<file path="src/rtl/cpu_pkg.sv">
// Shared CPU front-end types: next-PC source select, PC unit FSM states
// and instruction size.
package cpu_pkg;

  localparam int unsigned INSTR_BYTES = 4;

  typedef enum logic [2:0] {
    PC_SEQ    = 3'd0,
    PC_BRANCH = 3'd1,
    PC_JUMP   = 3'd2,
    PC_JREG   = 3'd3,
    PC_RET    = 3'd4,
    PC_EXC    = 3'd5
  } pc_src_e;

  typedef enum logic [1:0] {
    ST_BOOT = 2'd0,
    ST_RUN  = 2'd1,
    ST_HALT = 2'd2
  } pc_state_e;

endpackage

</file>
<file path="src/rtl/ras_stack.sv">
// Return-address stack as a circular buffer; a push when full overwrites
// the oldest entry so the newest RAS_DEPTH return addresses are kept.
module ras_stack #(
  parameter int unsigned XLEN      = 32,
  parameter int unsigned RAS_DEPTH = 4
) (
  input  logic            clk,
  input  logic            RST,
  input  logic            push,
  input  logic            pop,
  input  logic [XLEN-1:0] din,
  output logic [XLEN-1:0] dout,
  output logic            empty,
  output logic            full
);

  localparam int unsigned PTR_W = $clog2(RAS_DEPTH);
  localparam int unsigned CNT_W = $clog2(RAS_DEPTH + 1);

  logic [XLEN-1:0]  r_mem [RAS_DEPTH];
  logic [PTR_W-1:0] r_wp;
  logic [CNT_W-1:0] r_cnt;
  logic [PTR_W-1:0] w_top_idx;

  // r_wp points at the next free slot; the top of stack sits just below it
  assign w_top_idx = r_wp - PTR_W'(1);
  assign dout      = r_mem[w_top_idx];
  assign empty     = (r_cnt == CNT_W'(0));
  assign full      = (r_cnt == CNT_W'(RAS_DEPTH));

  always_ff @(posedge clk) begin
    if (!RST) begin
      r_wp  <= '0;
      r_cnt <= '0;
    end else if (push) begin
      r_wp <= r_wp + PTR_W'(1);
      if (!full) begin
        r_cnt <= r_cnt + CNT_W'(1);
      end
    end else if (pop && !empty) begin
      r_wp  <= w_top_idx;
      r_cnt <= r_cnt - CNT_W'(1);
    end
  end

  // Storage needs no reset: entries are only read when the count covers them
  always_ff @(posedge clk) begin
    if (RST && push) begin
      r_mem[r_wp] <= din;
    end
  end

endmodule

</file>
<file path="src/rtl/pc_unit.sv">
// Program-counter unit: owns the architectural PC, selects the next PC from
// six sources, honours stalls, keeps a return-address stack, halts on misalignment.
module pc_unit
  import cpu_pkg::*;
#(
  parameter int unsigned     XLEN         = 32,
  parameter logic [XLEN-1:0] RESET_VECTOR = XLEN'(32'h0000_0000),
  parameter logic [XLEN-1:0] EXC_VECTOR   = XLEN'(32'h0000_0180),
  parameter int unsigned     RAS_DEPTH    = 4
) (
  input  logic            clk,
  input  logic            RST,
  input  logic            stall,
  input  logic [2:0]      pc_src,
  input  logic [15:0]     imm16,
  input  logic [25:0]     target26,
  input  logic [XLEN-1:0] rs,
  input  logic            call,
  output logic [XLEN-1:0] pc,
  output logic [XLEN-1:0] pc_plus4,
  output logic            ras_empty,
  output logic            ras_full,
  output logic            fault
);

  // Low 28 bits of a jump target come from the instruction, the rest from pc+4
  localparam logic [XLEN-1:0] JMP_MASK = XLEN'(28'hFFF_FFFF);

  pc_state_e       r_state;
  pc_state_e       w_state_nxt;
  logic [XLEN-1:0] r_pc;
  logic [XLEN-1:0] w_pc_nxt;
  logic            r_fault;
  logic            w_fault_nxt;
  logic [XLEN-1:0] w_pc_plus4;
  logic [XLEN-1:0] w_br_tgt;
  logic [XLEN-1:0] w_jmp_tgt;
  logic [XLEN-1:0] w_ras_top;
  logic            w_ras_empty;
  logic            w_ras_full;
  logic            w_push;
  logic            w_pop;
  logic            w_misalign;

  assign w_pc_plus4 = r_pc + XLEN'(INSTR_BYTES);
  assign w_br_tgt   = w_pc_plus4 + XLEN'($signed({imm16, 2'b00}));
  assign w_jmp_tgt  = (w_pc_plus4 & ~JMP_MASK) | XLEN'({target26, 2'b00});

  ras_stack #(
    .XLEN      (XLEN),
    .RAS_DEPTH (RAS_DEPTH)
  ) u_ras (
    .clk   (clk),
    .RST   (RST),
    .push  (w_push),
    .pop   (w_pop),
    .din   (w_pc_plus4),
    .dout  (w_ras_top),
    .empty (w_ras_empty),
    .full  (w_ras_full)
  );

  // Next-state, next-PC and RAS control
  always_comb begin
    w_state_nxt = r_state;
    w_pc_nxt    = r_pc;
    w_fault_nxt = r_fault;
    w_push      = 1'b0;
    w_pop       = 1'b0;
    w_misalign  = 1'b0;

    case (r_state)
      ST_BOOT: begin
        w_state_nxt = ST_RUN;
      end

      ST_RUN: begin
        if (!stall) begin
          case (pc_src)
            PC_BRANCH: w_pc_nxt = w_br_tgt;
            PC_JUMP: begin
              w_pc_nxt = w_jmp_tgt;
              w_push   = call;
            end
            PC_JREG: begin
              w_pc_nxt   = rs;
              w_push     = call;
              w_misalign = (rs[1:0] != 2'b00);
            end
            PC_RET: begin
              if (!w_ras_empty) begin
                w_pc_nxt   = w_ras_top;
                w_pop      = 1'b1;
                w_misalign = (w_ras_top[1:0] != 2'b00);
              end else begin
                w_pc_nxt = w_pc_plus4;
              end
            end
            PC_EXC:  w_pc_nxt = EXC_VECTOR;
            default: w_pc_nxt = w_pc_plus4;
          endcase

          // A bad JREG/RET target aborts the whole transfer, RAS included
          if (w_misalign) begin
            w_pc_nxt    = r_pc;
            w_push      = 1'b0;
            w_pop       = 1'b0;
            w_fault_nxt = 1'b1;
            w_state_nxt = ST_HALT;
          end
        end
      end

      ST_HALT: begin
        if (!stall && (pc_src == PC_EXC)) begin
          w_pc_nxt    = EXC_VECTOR;
          w_fault_nxt = 1'b0;
          w_state_nxt = ST_RUN;
        end
      end

      default: begin
        w_state_nxt = ST_BOOT;
      end
    endcase
  end

  always_ff @(posedge clk) begin
    if (!RST) begin
      r_state <= ST_BOOT;
      r_pc    <= RESET_VECTOR;
      r_fault <= 1'b0;
    end else begin
      r_state <= w_state_nxt;
      r_pc    <= w_pc_nxt;
      r_fault <= w_fault_nxt;
    end
  end

  assign pc        = r_pc;
  assign pc_plus4  = w_pc_plus4;
  assign ras_empty = w_ras_empty;
  assign ras_full  = w_ras_full;
  assign fault     = r_fault;

endmodule

</file>
<file path="config.mk">
export PLATFORM = sky130hd
export DESIGN_NAME = pc_unit
export DESIGN_NICKNAME = d
export VERILOG_FILES = /design/src/rtl/cpu_pkg.sv /design/src/rtl/ras_stack.sv /design/src/rtl/pc_unit.sv
export SDC_FILE = /design/constraint.sdc
export NUM_CORES = 1
export LEC_CHECK = 0
export ABC_AREA = 1
export CAP_MARGIN = 5
export CORE_AREA = 2 2 159 161
export DETAILED_ROUTE_END_ITERATION = 8
export DIE_AREA = 0 0 161 163
export MAX_ROUTING_LAYER = met4
export PLACE_DENSITY = 0.74
export SYNTH_ARGS = -nofsm -noshare
export SYNTH_HDL_FRONTEND = slang
export SYNTH_HIERARCHICAL = 1
export SYNTH_SLANG_ARGS = --single-unit
</file>
<file path="constraint.sdc">
create_clock -name clk -period 4.2 [get_ports clk]
set_clock_uncertainty 0.1 [all_clocks]
set_input_delay 1.26 -clock clk [delete_from_list [all_inputs] [get_ports clk]]
set_output_delay 1.26 -clock clk [all_outputs]
set_load 0.005 [all_outputs]
</file>
==> impl_metrics.tcl, run 1 <==
set metrics [dict create \
    num_vias 10500 \
    design_area_sq_um 13300 \
    drv_slew 0 \
    avgSynthCellArea_sq_um 7.74 \
    routed-wl-met3_mm 3.86 \
    cp-endpoint "pc_plus4[23]" \
    finalSetupTns_ns 0 \
    cp.depth 10 \
    remaining_drc_errors 0 \
    seqPwrFrac_pct 44.9 \
    path_clk_slew_ns 0.07 \
    path_cells "nand2_1, nor2_1, nand2_2, nor2_8, nand2_4, nor2_2, nand2_1, nand2_1, and2_2, clkdlybuf4s50_1" \
    min_period_ns 4.08 \
    setup_viol 0 \
    antenna_left 0 \
    cts_hold_buf 0 \
    r2r_start "u_ras/r_wp[0]$_SDFFE_PN0P_" \
    grt_pass1_wl_mm 55.4 \
    dr.pass1.iters 5 \
    max_stage_delay_ns 0.53 \
    p_per_area_nw_per_um2 301 \
    routed.top_layer "met4" \
    ys_seq_area_share_pct 42.9 \
    syn_area_sq_um 10800 \
    dieArea_sq_um 26200 \
    rows 58 \
    cp.arrival_ns 2.72 \
    synth_ff_type "edfxtp_1" \
    gp_routability_congestion 0.981 \
    cpMostUsedCell "nand2_1" \
    die_w_um 161 \
    crit_buf_inv 1 \
    path_delay_family "simple AND/OR/NAND/NOR gates" \
    r2r_end "u_ras/r_mem[3][7]$_DFFE_PP_" \
    vdd_drop_max_v 0.000274 \
    grt.overflow.total 0 \
    synth_cells 1398 \
    wirelength_mm 36.9 \
    htree_levels 4 \
    path_max_fanout 6 \
    route.met2.wl_mm 17.5 \
    crit_start "pc[14]$_SDFFE_PN0P_" \
    drt_iter0_markers 1139 \
    clkPwrFrac_pct 41.7 \
    cts_tree "yes" \
    critPathRequiredTime_ns 2.84 \
    crit_path_end_kind "primary output" \
    antenna_found_initial 1 \
    synth_cell_type_count 54 \
    routedWlPerCell_um 19.4 \
    post_drt_via_cell_ratio 5.51 \
    comb_power_share_pct 13.4 \
    slew_headroom_pct 40.8 \
    clk_latency_ns 0.44 \
    switchingPower_w 0.00100 \
    hold_depth 2 \
    m1WireLength_mm 14.8 \
    yosys_register_bits 168 \
    track_usage_pct 28.6 \
    timing.fmax_mhz 245 \
    final.setup.worst_slack_ns 0.125 \
    p_int_w 0.00302 \
    grt_pass1_vias 9772 \
    leakagePower_nw 5.60 \
    tightest_slew_ns 0.886 \
    async_reset_ff_share_pct 0 \
    cts_setup_buffers 0 \
    post-route-period-util_pct 97.0 \
    nets 1679 \
    synth_edf_count 128 \
    startpoint_type "flip-flop" \
    hold_violations 0 \
    layout-drive-gt1-share_pct 9.24 \
    grt_max_degree 67 \
    area_growth_pct 23.2 \
    detailed_place_hpwl_mm 27.1 \
    cts_root_buf "clkbuf_16" \
    hp-start "fault$_SDFFE_PN0P_" \
    fp.dieH_um 163 \
    worst_path_max_delay_cell "clkdlybuf4s50_1" \
    io_pins 148 \
    coreArea_sq_um 24700 \
    port_buffers 147 \
    pre_cts_ws_ns 0.273 \
    worstSetupPathType "reg2out" \
    r2r_cells 14 \
    drv_cap 0 \
    switching_share_pct 25.0 \
    initial_core_util_pct 43.9 \
    status "completed" \
    place_area_sq_um 12700 \
    rrSetupSlack_ns 0.31 \
    mappedNetlistNets 1521 \
    cts.sinks 168 \
    yosysWarnings 6 \
    hold_path.class "reg2reg" \
    clock_path_buffers 2 \
    postLayoutCoreUtil_pct 54.1 \
    cts_buffers 17 \
]
[Yosys cell counts, types with 2 or more instances]
| cell | count | share of area (%) |
|---|---|---|
| a21o_1 | 6 | 0.42 |
| a21oi_1 | 84 | 3.9 |
| a21oi_2 | 3 | 0.24 |
| a221oi_1 | 7 | 0.57 |
| a22o_1 | 11 | 0.89 |
| a22oi_1 | 8 | 0.55 |
| and2_1 | 3 | 0.17 |
| buf_12 | 3 | 0.55 |
| buf_2 | 13 | 0.60 |
| buf_4 | 7 | 0.49 |
| buf_6 | 3 | 0.31 |
| clkbuf_1 | 11 | 0.38 |
| clkbuf_8 | 4 | 0.51 |
| clkinv_1 | 4 | 0.14 |
| dfxtp_1 | 40 | 7.4 |
| edfxtp_1 | 128 | 36 |
| fa_1 | 2 | 0.37 |
| ha_1 | 40 | 4.6 |
| inv_1 | 170 | 5.9 |
| inv_2 | 8 | 0.28 |
| nand2_1 | 382 | 13 |
| nand2_2 | 7 | 0.40 |
| nand3_1 | 82 | 3.8 |
| nand3b_1 | 2 | 0.14 |
| nand4_1 | 20 | 1.2 |
| nor2_1 | 133 | 4.6 |
| nor2_2 | 26 | 1.5 |
| nor2_4 | 6 | 0.62 |
| nor3_1 | 10 | 0.46 |
| nor3b_1 | 2 | 0.14 |
| nor4_1 | 2 | 0.12 |
| o2111ai_1 | 3 | 0.24 |
| o211ai_1 | 5 | 0.35 |
| o21ai_0 | 78 | 3.6 |
| o21ai_1 | 11 | 0.51 |
| o21bai_1 | 9 | 0.62 |
| o22ai_1 | 32 | 1.8 |
| or2_2 | 5 | 0.29 |
| xnor2_1 | 4 | 0.32 |
| xor2_1 | 10 | 0.81 |
[tightest hold or removal path, delay by kind of cell (launching register included)]
family,cells,cell delay (ns)
buffers and inverters,1,0.06
flip-flops,1,0.31
AO/OA/AOI/OAI,1,0.06
[cells in the final DEF (no fill, tap or decap), drive strengths merged, types with 3 or more instances in the layout]
master	count
a21o	6
o21bai	9
a22oi	8
clkinv	8
clkinvlp	3
a21oi	88
xor2	11
xnor2	4
o2111ai	3
edfxtp	128
clkbuf	21
nand3	83
nand4	20
dfxtp	40
or2	5
nor2	166
nor3	12
a221oi	7
buf	34
o22ai	32
nor3b	3
and2	3
o21ai	89
ha	40
a22o	11
inv	179
o211ai	5
clkdlybuf4s50	147
nand2	390
bufinv	4
[flip-flops by register name (all words and copies together) (netlist names)]
signal and cells:
pc 32, u_ras/r_cnt 3, u_ras/r_mem 128, fault 1, u_ras/r_wp 2, r_state 2
[area by class of cell]
cell class / instances / area (sq um)
clock inverters: 11 / 171
repair buffers: 181 / 1740
clock buffers: 21 / 450
well taps: 330 / 413
fillers: 2314 / 11300
multi-input cells: 1005 / 5220
diodes: 1 / 2.50
flip-flops and latches: 168 / 4650
inverters: 183 / 694
[power groups by stage]
stage | Combinational [W] | Sequential, W | Clock [W]
finish | 0.000538 | 0.00181 | 0.00168
detailed placement | 0.000523 | 0.00184 | 0
global placement | 0.000516 | 0.00184 | 0
global route | 0.000582 | 0.00181 | 0.00174
CTS | 0.000527 | 0.00181 | 0.00167
floorplan | 0.000285 | 0.00184 | 0
[through the flow]
step,total power [W],hold WS (ns),cells
finish,0.00402,0.379,1900
CTS,0.00401,0.377,1899
global route,0.00413,0.409,1900
floorplan,0.00212,0.355,1398
detailed placement,0.00237,0.367,1867
global placement,0.00236,0.366,1867
[cell families after synthesis]
logic type                 Yosys count  synth area share [%]
DFF                                168                  42.9
and+or+nand+nor                    686                  27.4
xor gates and xnor gates            15                  1.28
buffers and inverters              225                  9.26
adders and majority gates           42                  4.99
AOI/OAI and AO/OA                  262                  14.2
[metal layers]
metal,global-route usage [%],vias up
met3,5.53,52
met4,7.75,0
met2,46.6,569
met1,36.8,4879
li1,-,4971
met5,-,-
[repair_timing]
item,4_1_cts,5_1_grt
gates resized for setup,3,10
cloned,0,0
pin swaps,0,0
setup endpoints to repair,4,10
[worst min path at each step]
stage / endpoint
after floorplan: fault$_SDFFE_PN0P_
after global placement: fault$_SDFFE_PN0P_
after detailed placement: fault$_SDFFE_PN0P_
after CTS: fault$_SDFFE_PN0P_
after global routing: fault$_SDFFE_PN0P_
final: fault$_SDFFE_PN0P_
No activity file was read; power rests on OpenSTA's default activity.
==> inputs of run 2 (changes only) <==
--- a/config.mk
+++ b/config.mk
@@ -7,9 +7,10 @@
 export LEC_CHECK = 0
 export ABC_AREA = 1
 export CAP_MARGIN = 5
-export CORE_AREA = 2 2 159 161
+export CORE_AREA = 3 3 160 162
+export CTS_CLUSTER_DIAMETER = 40
 export DETAILED_ROUTE_END_ITERATION = 8
-export DIE_AREA = 0 0 161 163
+export DIE_AREA = 0 0 163 165
 export MAX_ROUTING_LAYER = met4
 export PLACE_DENSITY = 0.74
 export SYNTH_ARGS = -nofsm -noshare
==> impl_metrics.tcl, run 2 (synthesis gave the netlist of run 1 again) <==
set metrics [dict create \
    hp-start "fault$_SDFFE_PN0P_" \
    routedWlPerCell_um 19.2 \
    rows 57 \
    cts_buffers 17 \
    path_max_fanout 6 \
    leakagePower_nw 5.56 \
    r2r_cells 20 \
    coreArea_sq_um 24200 \
    port_buffers 147 \
    power.total_w 0.00375 \
    r2r_end "pc[24]$_SDFFE_PN0P_" \
    wirelength_mm 36.4 \
    timing.fmax_mhz 242 \
    cts_tree "yes" \
    hold_path.class "reg2reg" \
    p_per_area_nw_per_um2 283 \
    die_w_um 163 \
    drv_cap 0 \
    htree_levels 4 \
    diodes 0 \
    final_common_cell "nand2_1" \
    largest_reg_flops 128 \
    grt.overflow.total 0 \
    final_cell_mix "nand2_1, inv_1, clkdlybuf4s50_1, edfxtp_1, nor2_1" \
    post-route-period-util_pct 98.5 \
    worstSetupPathType "reg2out" \
    regMostFlops "u_ras/r_mem" \
    grt_pass1_vias 9982 \
    cts_setup_buffers 0 \
    status "completed" \
    cts_root_buf "clkbuf_16" \
    vdd_drop_max_v 0.000274 \
    drt_iter0_markers 1097 \
    final_cells 1891 \
    clk_latency_ns 0.43 \
    dieArea_sq_um 26900 \
    finalSetupTns_ns 0 \
    drv_slew 0 \
    detailed_place_hpwl_mm 27.1 \
    hold_violations 0 \
    fp.dieH_um 165 \
    dr.pass1.iters 8 \
    rrSetupSlack_ns 0.59 \
    worst_hold_slack_ns 0.386 \
    layout-drive-gt1-share_pct 8.81 \
    crit_path_end_kind "primary output" \
    clock_path_buffers 2 \
    area_growth_pct 22.4 \
    path_clk_slew_ns 0.06 \
    nets 1677 \
    initial_core_util_pct 44.6 \
    gp_routability_congestion 1.01 \
    place_inst 1859 \
    cp-endpoint "pc_plus4[23]" \
    post_drt_via_cell_ratio 5.56 \
    grt_max_degree 58 \
    num_vias 10500 \
    remaining_drc_errors 0 \
    startpoint_type "flip-flop" \
    crit_start "pc[11]$_SDFFE_PN0P_" \
    antenna_left 0 \
    tightest_slew_ns 0.892 \
    fill_cells 2241 \
    critPathRequiredTime_ns 2.84 \
    setup_viol 0 \
    antenna_found_initial 0 \
    r2r_start "pc[11]$_SDFFE_PN0P_" \
    cp.arrival_ns 2.78 \
    slew_headroom_pct 40.4 \
    track_usage_pct 27.9 \
    min_period_ns 4.14 \
    cts.sinks 168 \
    io_pins 148 \
    grt_pass1_wl_mm 55.7 \
]
run 2: cell types whose count changed in the layout (fill, tap and decap cells not counted), sizes merged:
cell | previous run | this run
buf | 34 | 32
bufinv | 4 | 1
clkdlybuf4s50 | 147 | 146
clkinv | 8 | 12
clkinvlp | 3 | 2
diode | 1 | 0
dlymetal6s2s | 0 | 1
run 2: metal layers:
layer  global-route usage (%)  routed length (um)  up-vias
met5                        -                   0        -
met4                     10.3                1150        0
met3                     4.64                3500       85
met2                     43.4               16800      553
met1                     36.9               14900     4889
li1                         -                   -     4983
run 2: power by group:
part	switching (W)	internal, W	total (W)
Clock	0.000609	0.000803	0.00141
Sequential	0.0000214	0.00179	0.00181
Combinational	0.000315	0.000215	0.000530
Total	0.000945	0.00281	0.00375
run 2: how the worst min path moves through the flow:
stage,endpoint,slack [ns],cells past startpoint
floorplan,fault$_SDFFE_PN0P_,0.35,2
global placement,fault$_SDFFE_PN0P_,0.36,2
detailed placement,fault$_SDFFE_PN0P_,0.38,2
CTS,fault$_SDFFE_PN0P_,0.39,2
global route,fault$_SDFFE_PN0P_,0.42,2
finish,fault$_SDFFE_PN0P_,0.39,2
run 2: final cells by class:
type	count	area (sq um)	area share (%)
well taps	324	405	3.06
clock inverters	11	82.6	0.623
multi-input cells	1005	5240	39.5
inverters	183	691	5.21
repair buffers	179	1740	13.1
flip-flops and latches	168	4650	35.1
clock buffers	21	440	3.32
run 2: critical path: stages (launching register included):
cell	delay, ns
dfxtp_1	0.46
nand2_1	0.17
nor2_1	0.28
nand2_2	0.14
nor2_8	0.17
nand2_4	0.08
nor2_2	0.13
nand2_1	0.06
nand2_1	0.07
and2_2	0.25
clkdlybuf4s50_1	0.54
run 2: through the flow:
stage	setup WS [ns]	utilization [%]	area (sq um)
global route	-0.000302	54.6	13200
CTS	0.0361	54.5	13200
detailed placement	0.298	52.3	12700
floorplan	-0.360	-	10800
global placement	0.329	52.3	12700
finish	0.0621	54.6	13200
run 2: repair_timing:
action                     4_1_cts  5_1_grt
resized for setup                5       12
setup endpoints to repair        5        8
hold buffers                     0        0
==> inputs of run 3 (changes only) <==
--- a/config.mk
+++ b/config.mk
@@ -5,14 +5,14 @@
 export SDC_FILE = /design/constraint.sdc
 export NUM_CORES = 1
 export LEC_CHECK = 0
-export ABC_AREA = 1
 export CAP_MARGIN = 5
-export CORE_AREA = 3 3 160 162
+export CORE_AREA = 3 3 150 152
 export CTS_CLUSTER_DIAMETER = 40
 export DETAILED_ROUTE_END_ITERATION = 8
-export DIE_AREA = 0 0 163 165
+export DIE_AREA = 0 0 153 155
 export MAX_ROUTING_LAYER = met4
-export PLACE_DENSITY = 0.74
+export PLACE_DENSITY = 0.76
+export SLEW_MARGIN = 10
 export SYNTH_ARGS = -nofsm -noshare
 export SYNTH_HDL_FRONTEND = slang
 export SYNTH_HIERARCHICAL = 1
==> impl_metrics.tcl, run 3 <==
set metrics [dict create \
    path_delay_family "simple AND/OR/NAND/NOR gates" \
    regMostFlops "u_ras/r_mem" \
    detailed_place_hpwl_mm 23.1 \
    worst_path_max_delay_cell "clkdlybuf4s50_1" \
    grt_max_degree 32 \
    place_inst 1328 \
    fp.dieH_um 155 \
    final_cell_mix "clkdlybuf4s50_1, edfxtp_1, buf_4, nand2_1, a21oi_1" \
    synth_cells 841 \
    drv_slew 0 \
    synth_edf_count 128 \
    coreArea_sq_um 21200 \
    min_period_ns 4.07 \
    grt.overflow.total 0 \
    io_pins 148 \
    async_reset_ff_share_pct 0 \
    leakagePower_nw 4.97 \
    worstSetupPathType "reg2out" \
    cts_buffers 17 \
    yosys.area.top_type_share_pct 40.2 \
    crit_buf_inv 2 \
    yosysWarnings 6 \
    wirelength_mm 32.0 \
    cp.depth 6 \
    startpoint_type "flip-flop" \
    mappedNetlistNets 964 \
    nets 1209 \
    path_max_fanout 4 \
    status "completed" \
    final_common_cell "clkdlybuf4s50_1" \
    ys_top_cells_by_count "edfxtp_1, nand2_1, a21oi_1" \
    synth_cell_type_count 76 \
    vdd_drop_max_v 0.000263 \
    post_drt_via_cell_ratio 6.13 \
    avgSynthCellArea_sq_um 11.4 \
    cts.sinks 168 \
    rows 53 \
    worst_hold_slack_ns 0.373 \
    r2r_cells 18 \
    final_cells 1374 \
    remaining_drc_errors 0 \
    routedWlPerCell_um 23.3 \
    fill_cells 1664 \
    drt_iter0_markers 948 \
    timing.fmax_mhz 245 \
    yosys_register_bits 168 \
    hold_path.class "reg2reg" \
    hold_depth 2 \
    gp_routability_congestion 0.972 \
    ys_seq_area_share_pct 48.6 \
    dieArea_sq_um 23700 \
    syn_area_sq_um 9560 \
    synth_ff_type "edfxtp_1" \
    crit_path_end_kind "primary output" \
    max_stage_delay_ns 0.58 \
    track_usage_pct 27.4 \
    clock_path_buffers 2 \
    num_vias 8425 \
    antenna_found_initial 0 \
    cts_root_buf "clkbuf_16" \
    post-route-period-util_pct 97.0 \
    layout-drive-gt1-share_pct 21.9 \
    tightest_slew_ns 0.882 \
    setup_viol 0 \
    initial_core_util_pct 45.2 \
    path_cells "and4_1, and3_1, nand3_1, buf_4, xnor2_1, clkdlybuf4s50_1" \
    multi_input_area_sq_um 4740 \
    synth.area.top_cells "edfxtp_1, dfxtp_1, mux4_2, ha_1, a21oi_1" \
    p_per_area_nw_per_um2 307 \
    critPathRequiredTime_ns 2.84 \
    cp.arrival_ns 2.71 \
    slew_headroom_pct 41.0 \
    path_clk_slew_ns 0.07 \
    hold_violations 0 \
    largest_reg_flops 128 \
    drv_cap 0 \
    area_growth_pct 35.6 \
    synth_most_common_cell "edfxtp_1" \
    port_buffers 147 \
    dr.pass1.iters 7 \
    grt_pass1_wl_mm 48.8 \
    synth_top_area_cell "edfxtp_1" \
    rsz0062_at_grt "no" \
    die_w_um 153 \
    clk_latency_ns 0.43 \
    diodes 0 \
    antenna_left 0 \
    grt_pass1_vias 8434 \
    cts_tree "yes" \
    regArea_sq_um 4650 \
    htree_levels 4 \
]
## run 3: cell types whose count changed after synthesis, sizes merged, moves of 11 or more
cell | before | now
a21oi | 88 | 66
a222oi | 0 | 17
buf | 26 | 13
clkbuf | 16 | 34
inv | 179 | 28
mux4 | 0 | 32
nand2 | 390 | 74
nand3 | 83 | 23
nor2 | 166 | 38
nor2b | 0 | 11
o21ai | 89 | 41
o22ai | 32 | 4
xnor2 | 4 | 30
xor2 | 11 | 25
## run 3: path summary, 6_finish.rpt
check	end	startpoint	slack, ns
worst max register to register	pc[22]$_SDFFE_PN0P_	pc[8]$_SDFFE_PN0P_	0.28
worst max-delay path	pc_plus4[21]	pc[18]$_SDFFE_PN0P_	0.13
worst min-delay path	fault$_SDFFE_PN0P_	fault$_SDFFE_PN0P_	0.37
worst min register to register	fault$_SDFFE_PN0P_	fault$_SDFFE_PN0P_	0.37
## run 3: what timing repair did
action	4_1_cts	5_1_grt
endpoints found under the setup margin	12	14
resized for setup	15	9
pin swaps	6	6
hold buffers	0	0
setup buffers	6	8
## run 3: area by class of cell
type                       instances  share of cell area (%)
clock buffer                      17                    3.28
clock inverter                    15                    1.29
inverter                          28                   0.849
multi-input combinational        598                    36.6
sequential                       168                    35.9
tap                              275                    2.65
timing repair buffer             273                    19.4
## run 3: routing by layer
| layer | up-vias | GRT usage (%) | share of wire, % |
|---|---|---|---|
| met1 | 4073 | 35.3 | 40 |
| li1 | 3753 | - | - |
| met2 | 511 | 43.7 | 47 |
| met5 | - | - | 0 |
| met3 | 88 | 5.09 | 9.3 |
| met4 | 0 | 10.6 | 3.7 |
## run 3: cells by family after synthesis
kind of cell | Yosys count | synth area share, %
xor+xnor | 55 | 5.12
mux | 39 | 8.27
fa+ha+maj | 42 | 5.65
flops | 168 | 48.6
simple gates | 226 | 12.4
compound gates | 236 | 16.7
buf+inv | 75 | 3.28
## run 3: metrics by stage
stage,TNS [ns],instance area [sq um],utilization (%),total power [W],worst slack (ns)
6_report,0,13000,61.3,0.00398,0.126
5_1_grt,0,13000,61.3,0.00411,0.00925
4_1_cts,0,12900,60.9,0.00399,0.0132
3_5_place_dp,-0.137,12200,57.5,0.00242,-0.130
3_3_place_gp,-0.0415,12200,57.5,0.00242,-0.0415
2_1_floorplan,-0.193,9680,-,0.00213,-0.193
## run 3: power breakdown
group          internal (W)  switching [W]  total, W
sequential          0.00179      0.0000188   0.00181
combinational      0.000291       0.000305  0.000596
clock              0.000889       0.000687   0.00158
total               0.00297        0.00101   0.00398
## run 3: worst reg2reg max path: cells and delay by family, from the launching register on
kind / cells / cell delay, ns
xor+xnor: 2 / 0.27
simple gates: 6 / 1.06
fa+ha+maj: 1 / 0.32
compound gates: 4 / 0.96
flops: 1 / 0.35
buf+inv: 5 / 0.76
